`src/rtl/vga_sync_gen.sv`:
```
// Video timing generator: free-running pixel/line counters with a registered,
// mutually aligned decode stage for sync, active-video, coordinates and strobes.
module vga_sync_gen #(
    parameter int H_VISIBLE = 800,
    parameter int H_FP      = 56,
    parameter int H_SYNC    = 120,
    parameter int H_BP      = 64,
    parameter int V_VISIBLE = 600,
    parameter int V_FP      = 37,
    parameter int V_SYNC    = 6,
    parameter int V_BP      = 23,
    parameter bit H_POL     = 1'b1,
    parameter bit V_POL     = 1'b1
) (
    input  logic        px_clk,
    input  logic        reset,
    output logic        hsync,
    output logic        vsync,
    output logic        activevideo,
    output logic [10:0] x_px,
    output logic [9:0]  y_px,
    output logic        line_start,
    output logic        frame_start
);

    localparam int H_TOTAL = H_VISIBLE + H_FP + H_SYNC + H_BP;
    localparam int V_TOTAL = V_VISIBLE + V_FP + V_SYNC + V_BP;

    // One extra bit so a boundary equal to the full range (2048 / 1024) still compares correctly.
    localparam logic [11:0] H_LAST      = 12'(H_TOTAL - 1);
    localparam logic [11:0] H_ACT_END   = 12'(H_VISIBLE);
    localparam logic [11:0] H_SYNC_BEG  = 12'(H_VISIBLE + H_FP);
    localparam logic [11:0] H_SYNC_END  = 12'(H_VISIBLE + H_FP + H_SYNC);
    localparam logic [10:0] V_LAST      = 11'(V_TOTAL - 1);
    localparam logic [10:0] V_ACT_END   = 11'(V_VISIBLE);
    localparam logic [10:0] V_SYNC_BEG  = 11'(V_VISIBLE + V_FP);
    localparam logic [10:0] V_SYNC_END  = 11'(V_VISIBLE + V_FP + V_SYNC);

    logic [10:0] hc_q, hc_d;
    logic [9:0]  vc_q, vc_d;
    logic [11:0] hc_ext;
    logic [10:0] vc_ext;

    logic        hsync_q, hsync_d;
    logic        vsync_q, vsync_d;
    logic        active_q, active_d;
    logic [10:0] x_q, x_d;
    logic [9:0]  y_q, y_d;
    logic        line_q, line_d;
    logic        frame_q, frame_d;

    assign hc_ext = {1'b0, hc_q};
    assign vc_ext = {1'b0, vc_q};

    always_comb begin
        hc_d = hc_q + 11'd1;
        vc_d = vc_q;
        if (hc_ext == H_LAST) begin
            hc_d = '0;
            if (vc_ext == V_LAST) begin
                vc_d = '0;
            end else begin
                vc_d = vc_q + 10'd1;
            end
        end
    end

    // Decode stage: everything derives from the same (hc, vc), so outputs stay aligned.
    always_comb begin
        x_d      = hc_q;
        y_d      = vc_q;
        active_d = (hc_ext < H_ACT_END) && (vc_ext < V_ACT_END);
        hsync_d  = ((hc_ext >= H_SYNC_BEG) && (hc_ext < H_SYNC_END)) ? H_POL : ~H_POL;
        vsync_d  = ((vc_ext >= V_SYNC_BEG) && (vc_ext < V_SYNC_END)) ? V_POL : ~V_POL;
        line_d   = (hc_q == 11'd0);
        frame_d  = (hc_q == 11'd0) && (vc_q == 10'd0);
    end

    always_ff @(posedge px_clk) begin
        if (reset) begin
            hc_q     <= '0;
            vc_q     <= '0;
            x_q      <= '0;
            y_q      <= '0;
            active_q <= 1'b0;
            hsync_q  <= ~H_POL;
            vsync_q  <= ~V_POL;
            line_q   <= 1'b0;
            frame_q  <= 1'b0;
        end else begin
            hc_q     <= hc_d;
            vc_q     <= vc_d;
            x_q      <= x_d;
            y_q      <= y_d;
            active_q <= active_d;
            hsync_q  <= hsync_d;
            vsync_q  <= vsync_d;
            line_q   <= line_d;
            frame_q  <= frame_d;
        end
    end

    assign hsync       = hsync_q;
    assign vsync       = vsync_q;
    assign activevideo = active_q;
    assign x_px        = x_q;
    assign y_px        = y_q;
    assign line_start  = line_q;
    assign frame_start = frame_q;

endmodule
```
`config.mk`:
```
export PLATFORM = sky130hd
export DESIGN_NAME = vga_sync_gen
export DESIGN_NICKNAME = d
export VERILOG_FILES = /design/src/rtl/vga_sync_gen.sv
export SDC_FILE = /design/constraint.sdc
export NUM_CORES = 1
export LEC_CHECK = 0
export ABC_AREA = 1
export BUFFER_PORTS_ARGS = -buffer_cell sky130_fd_sc_hd__buf_2
export CAP_MARGIN = 10
export CELL_PAD_IN_SITES_DETAIL_PLACEMENT = 2
export CELL_PAD_IN_SITES_GLOBAL_PLACEMENT = 2
export CORE_MARGIN = 10
export CORE_UTILIZATION = 35
export DETAILED_ROUTE_END_ITERATION = 12
export HOLD_SLACK_MARGIN = 0.12
export PLACE_DENSITY_LB_ADDON = 0.1
export SETUP_SLACK_MARGIN = 0.5
export SYNTH_ARGS = -nofsm -noshare
export SYNTH_HDL_FRONTEND = slang
export SYNTH_SLANG_ARGS = --single-unit
```
`constraint.sdc`:
```
create_clock -name px_clk -period 3.1 [get_ports px_clk]
set_input_delay 0.62 -clock px_clk [delete_from_list [all_inputs] [get_ports px_clk]]
set_output_delay 0.62 -clock px_clk [all_outputs]
set_load 0.05 [all_outputs]
```
==> Yosys cells after proc, flatten, opt, wreduce, memory -nomap -nowiden <==
Cells that the tools add are included.
{ "classes": {"addsub": 2, "n_lt_le_gt_ge": 6, "n_eq_ne": 2, "mux": 3, "n_reduce_logical": 7} }
{ "op_table": {"columns": ["operator", "n"], "rows": [
  ["11-bit by 10-bit < comparator with 1-bit output (second input constant)", 2],
  ["10-bit < comparator (second input constant)", 2],
  ["11-bit by 1-bit adder with 11-bit output (second input constant)", 1],
  ["11-bit equality test (second input constant)", 1],
  ["11-bit by 10-bit greater-or-equal comparator with 1-bit output (second input constant)", 1],
  ["11-bit zero test", 1],
  ["10-bit by 1-bit adder with 10-bit output (second input constant)", 1],
  ["10-bit equality test (second input constant)", 1],
  ["10-bit greater-or-equal comparator (second input constant)", 1],
  ["10-bit zero test", 1],
  ["10-bit 2-to-1 mux", 1],
  ["1-bit logical AND", 4],
  ["1-bit 2-to-1 mux", 2],
  ["2-bit OR reduction", 1]
]} }
{ "word_totals": {"reg_bits": 47, "output_inout_bits": 26} }

==> Longest topological paths before layout <==
{ "logic_depth": {"depth_word": 3, "mapped_depth": 9, "ltp_nobuf": 9} }

==> Worst setup path before layout <==
OpenSTA, ideal clock, no wires.
{ "synth_path": {"path_type": "input -> register", "from": "input reset", "to": "register frame_q, in the netlist frame_start", "setup_ns": 0.092, "t_arrival_ns": 1.245, "path_slack_ns": 1.763, "path_stages": 6, "n_path_buf": 1, "cell_sequence": "clkbuf_1 nor2_1 nand2_1 nor2_1 nand2_1 nor4_1"} }
{ "synth_rtl": {"columns": ["item", "line", "source"], "rows": [
  ["from (decl)", "16", "input logic reset,"],
  ["to (signal assigned)", "99", "frame_q <= frame_d;"],
  ["to (decl)", "50", "logic frame_q, frame_d;"]
]} }

==> Worst setup path in the final report <==
{ "layout_path": {"from": "register hc_q[0]", "to": "register vc_q[1]"} }
{ "layout_between": {"elab_chain_cells": 1} }
{ "layout_lines": {"columns": ["item", "line", "source"], "rows": [
  ["from (decl)", "39", "logic [10:0] hc_q, hc_d;"],
  ["from (signal assigned)", "81", "hc_q <= '0;"],
  ["from (signal assigned)", "91", "hc_q <= hc_d;"],
  ["11-bit equality test", "58", "if (hc_ext == H_LAST) begin"],
  ["to (signal assigned)", "92", "vc_q <= vc_d;"],
  ["to (decl)", "40", "logic [9:0] vc_q, vc_d;"]
]} }
No other way between the ends.
A chain may end at the register's enable or synchronous reset.

==> metrics <==
status=completed; DP Worst Slack=1.18 ns; leakage=between 1 and 1.5 nW; Worst EP arrival=around 2.0 ns; total negative slack=0 ns; CP Capture Type=flop; Max IR drop VDD=about 0.00015 V; Unique masters post-synth=29; CTS Buf Count=5; routed vias/inst=approximately 5; Post-CTS Setup Inserts=0; clk buf depth=2; Seq cells post-synth=47; register area share after synthesis=47.1%; Die Area=9140 um^2; Initial Util=36.1%; # IOs=28; Finish-stage setup viols=0; crit-path cells=ha_1 -> nand3_4 -> nor2_8 -> nand2_4 -> nand2_2 -> nand2_2 -> inv_2 -> nor2_1; Total Wirelength=about 5600 um; most common cell after layout, fill and taps aside=nor2_1; initial antenna violation count=0; core area=5540 um^2; largest net degree at the start of global routing=27; fill cell count=681; Syn Area/Cell=between 7 and 8 um^2; Overflow after GRT=0; most frequent cells in the layout=nor2_1, dfxtp_1, nand2_1, inv_1, buf_2; die height=approximately 96 um; Worst slew margin=about 67%; crit-path max cell delay=0.40 ns; residual DRC count=0; # Max-Cap Violations=0; Initial DRC Count=77; post-DP HPWL=about 4200 um; via count=1756; Fin. Hold Viols=0; Final nets=just under 300; first-pass GRT wire length=9250 um; area grow syn2layout=14.3%; WP data required=between 3 and 4 ns; TritonCTS clock tree=built; CTS Sinks=47; min-delay worst type=reg -> reg; PD cells=462 nW/um^2; skew final=between 0.01 and 0.015 ns; flop2flop setup slack=1.35 ns; Crit Path Class=reg -> reg; row count=27; vias in the first global route=approximately 1900; crit path time final=1.75 ns; period utilization=56.3%; Most common cell on crit path=nand2_2; RSZ-0062 raised after global routing=false; layout cells sized above 1=17.0%; PortBufs=27; Die W=95.6 um; GPL Wtd Cong=0.778; # diodes=0; CTS Root Cell=clkbuf_8; min setup slack post-route=between 1 and 1.5 ns; Synth Cell Area=between 1500 and 2000 um^2; CTS resizes=0; # hold bufs at CTS=0; Warnings, synthesis=0; Slowest-stage cell, CP=dfxtp_1; GRT Total Usage=12.9%; Clock Latency Late Sink=0.31 ns; Post-DRT Antenna Nets=0; CP max FO=12; syn_nets=267; Pre-antenna DRT Iters=4; H-Tree Depth=2; Slew Viols, Final=0; CTS clk-pin slew, worst paths=approximately 0.10 ns; Worst Setup Start Kind=flop; Final Core Density=between 40% and 50%; Post-Syn Instances=259; WL/cell=15.4 um; highest clock rate=573 MHz; hold_ws=0.491 ns; Slew @ Worst Pin=roughly 0.50 ns
-- power breakdown --
part           total, mW  leakage, nW  switching, mW  internal [mW]
sequential         0.617        0.380        0.00541          0.612
clock              0.383       0.0443          0.221          0.161
combinational     0.0544        0.647         0.0424         0.0121
total               1.05         1.07          0.269          0.785
-- worst max-delay path: cells and delay by family, from the launching register on --
kind                       cells  cell delay, ns
and+or+nand+nor                6            0.87
DFF                            1            0.40
adders and majority gates      1            0.26
buffers and inverters          1            0.11
-- cells by family (layout without fill, tap and decap cells) --
kind of cell             count (synthesis)  count (layout)  share of synthesized area [%]
XOR/XNOR                                 5               5                           2.19
AO/OA/AOI/OAI                           18              18                           5.51
AND/OR/NAND/NOR                        141             141                           32.9
flip-flops                              47              47                           47.1
buffers and inverters                   42              72                           8.64
adder cells (fa/ha/maj)                  6               6                           3.75
-- path summary, 6_finish.rpt --
path                                         start                    to  cells after the start
worst max-delay path            hc_q[0]$_SDFF_PP0_  vc_q[1]$_SDFFE_PP0N_                      8
worst max register to register  hc_q[0]$_SDFF_PP0_  vc_q[1]$_SDFFE_PP0N_                      8
worst min register to register  hc_q[0]$_SDFF_PP0_    hc_q[0]$_SDFF_PP0_                      1
worst min-delay path            hc_q[0]$_SDFF_PP0_    hc_q[0]$_SDFF_PP0_                      1
-- registers in the layout, indices dropped and copies added, names as in the netlist --
signal	cells
line_start	1
vsync	1
y_px	10
hc_q	11
vc_q	10
hsync	1
frame_start	1
activevideo	1
x_px	11
-- layer usage --
| metal | part of all wire [%] | global-route usage (%) | wire [um] |
|---|---|---|---|
| met1 | 48 | 17.0 | 2690 |
| met2 | 44 | 20.0 | 2450 |
| met3 | 6.0 | 3.22 | 335 |
| met4 | 1.4 | 4.42 | 75 |
| met5 | 0 | 0 | 0 |
-- area by class of cell --
cell class | instances | area, um^2 | share of cell area, %
Clock buffer | 5 | 68.8 | 3.01
Multi-Input combinational cell | 170 | 886 | 38.8
Timing Repair Buffer | 27 | 135 | 5.91
Tap cell | 72 | 90.1 | 3.94
Clock inverter | 3 | 25.0 | 1.10
Inverter | 37 | 139 | 6.08
Sequential cell | 47 | 941 | 41.2
-- through the flow --
stage          cell area, um^2  power [mW]  cells
2_1_floorplan             2000       0.674    259
3_3_place_gp              2190       0.685    353
3_5_place_dp              2190       0.687    353
4_1_cts                   2280        1.07    361
5_1_grt                   2280        1.10    361
6_report                  2280        1.05    361
-- synth_stat cells --
| master | number | share of area, % |
|---|---|---|
| a21oi_1 | 7 | 1.8 |
| a221oi_1 | 1 | 0.44 |
| buf_6 | 2 | 1.1 |
| clkbuf_1 | 3 | 0.56 |
| clkinv_1 | 1 | 0.19 |
| dfxtp_1 | 47 | 47 |
| ha_1 | 6 | 3.8 |
| inv_1 | 34 | 6.4 |
| inv_2 | 2 | 0.38 |
| nand2_1 | 45 | 8.4 |
| nand2_2 | 4 | 1.3 |
| nand2_4 | 1 | 0.56 |
| nand3_1 | 17 | 4.3 |
| nand3_2 | 1 | 0.50 |
| nand3_4 | 1 | 0.88 |
| nand3b_4 | 1 | 1.0 |
| nand4_1 | 8 | 2.5 |
| nor2_1 | 56 | 11 |
| nor2_2 | 1 | 0.31 |
| nor2_4 | 1 | 0.56 |
| nor2_8 | 1 | 1.0 |
| nor3_1 | 3 | 0.75 |
| nor4_1 | 1 | 0.31 |
| o211ai_1 | 2 | 0.75 |
| o21ai_0 | 5 | 1.3 |
| o21bai_1 | 2 | 0.75 |
| o21bai_2 | 1 | 0.56 |
| xnor2_1 | 1 | 0.44 |
| xor2_1 | 4 | 1.8 |
(Power assumes the default switching activity.)
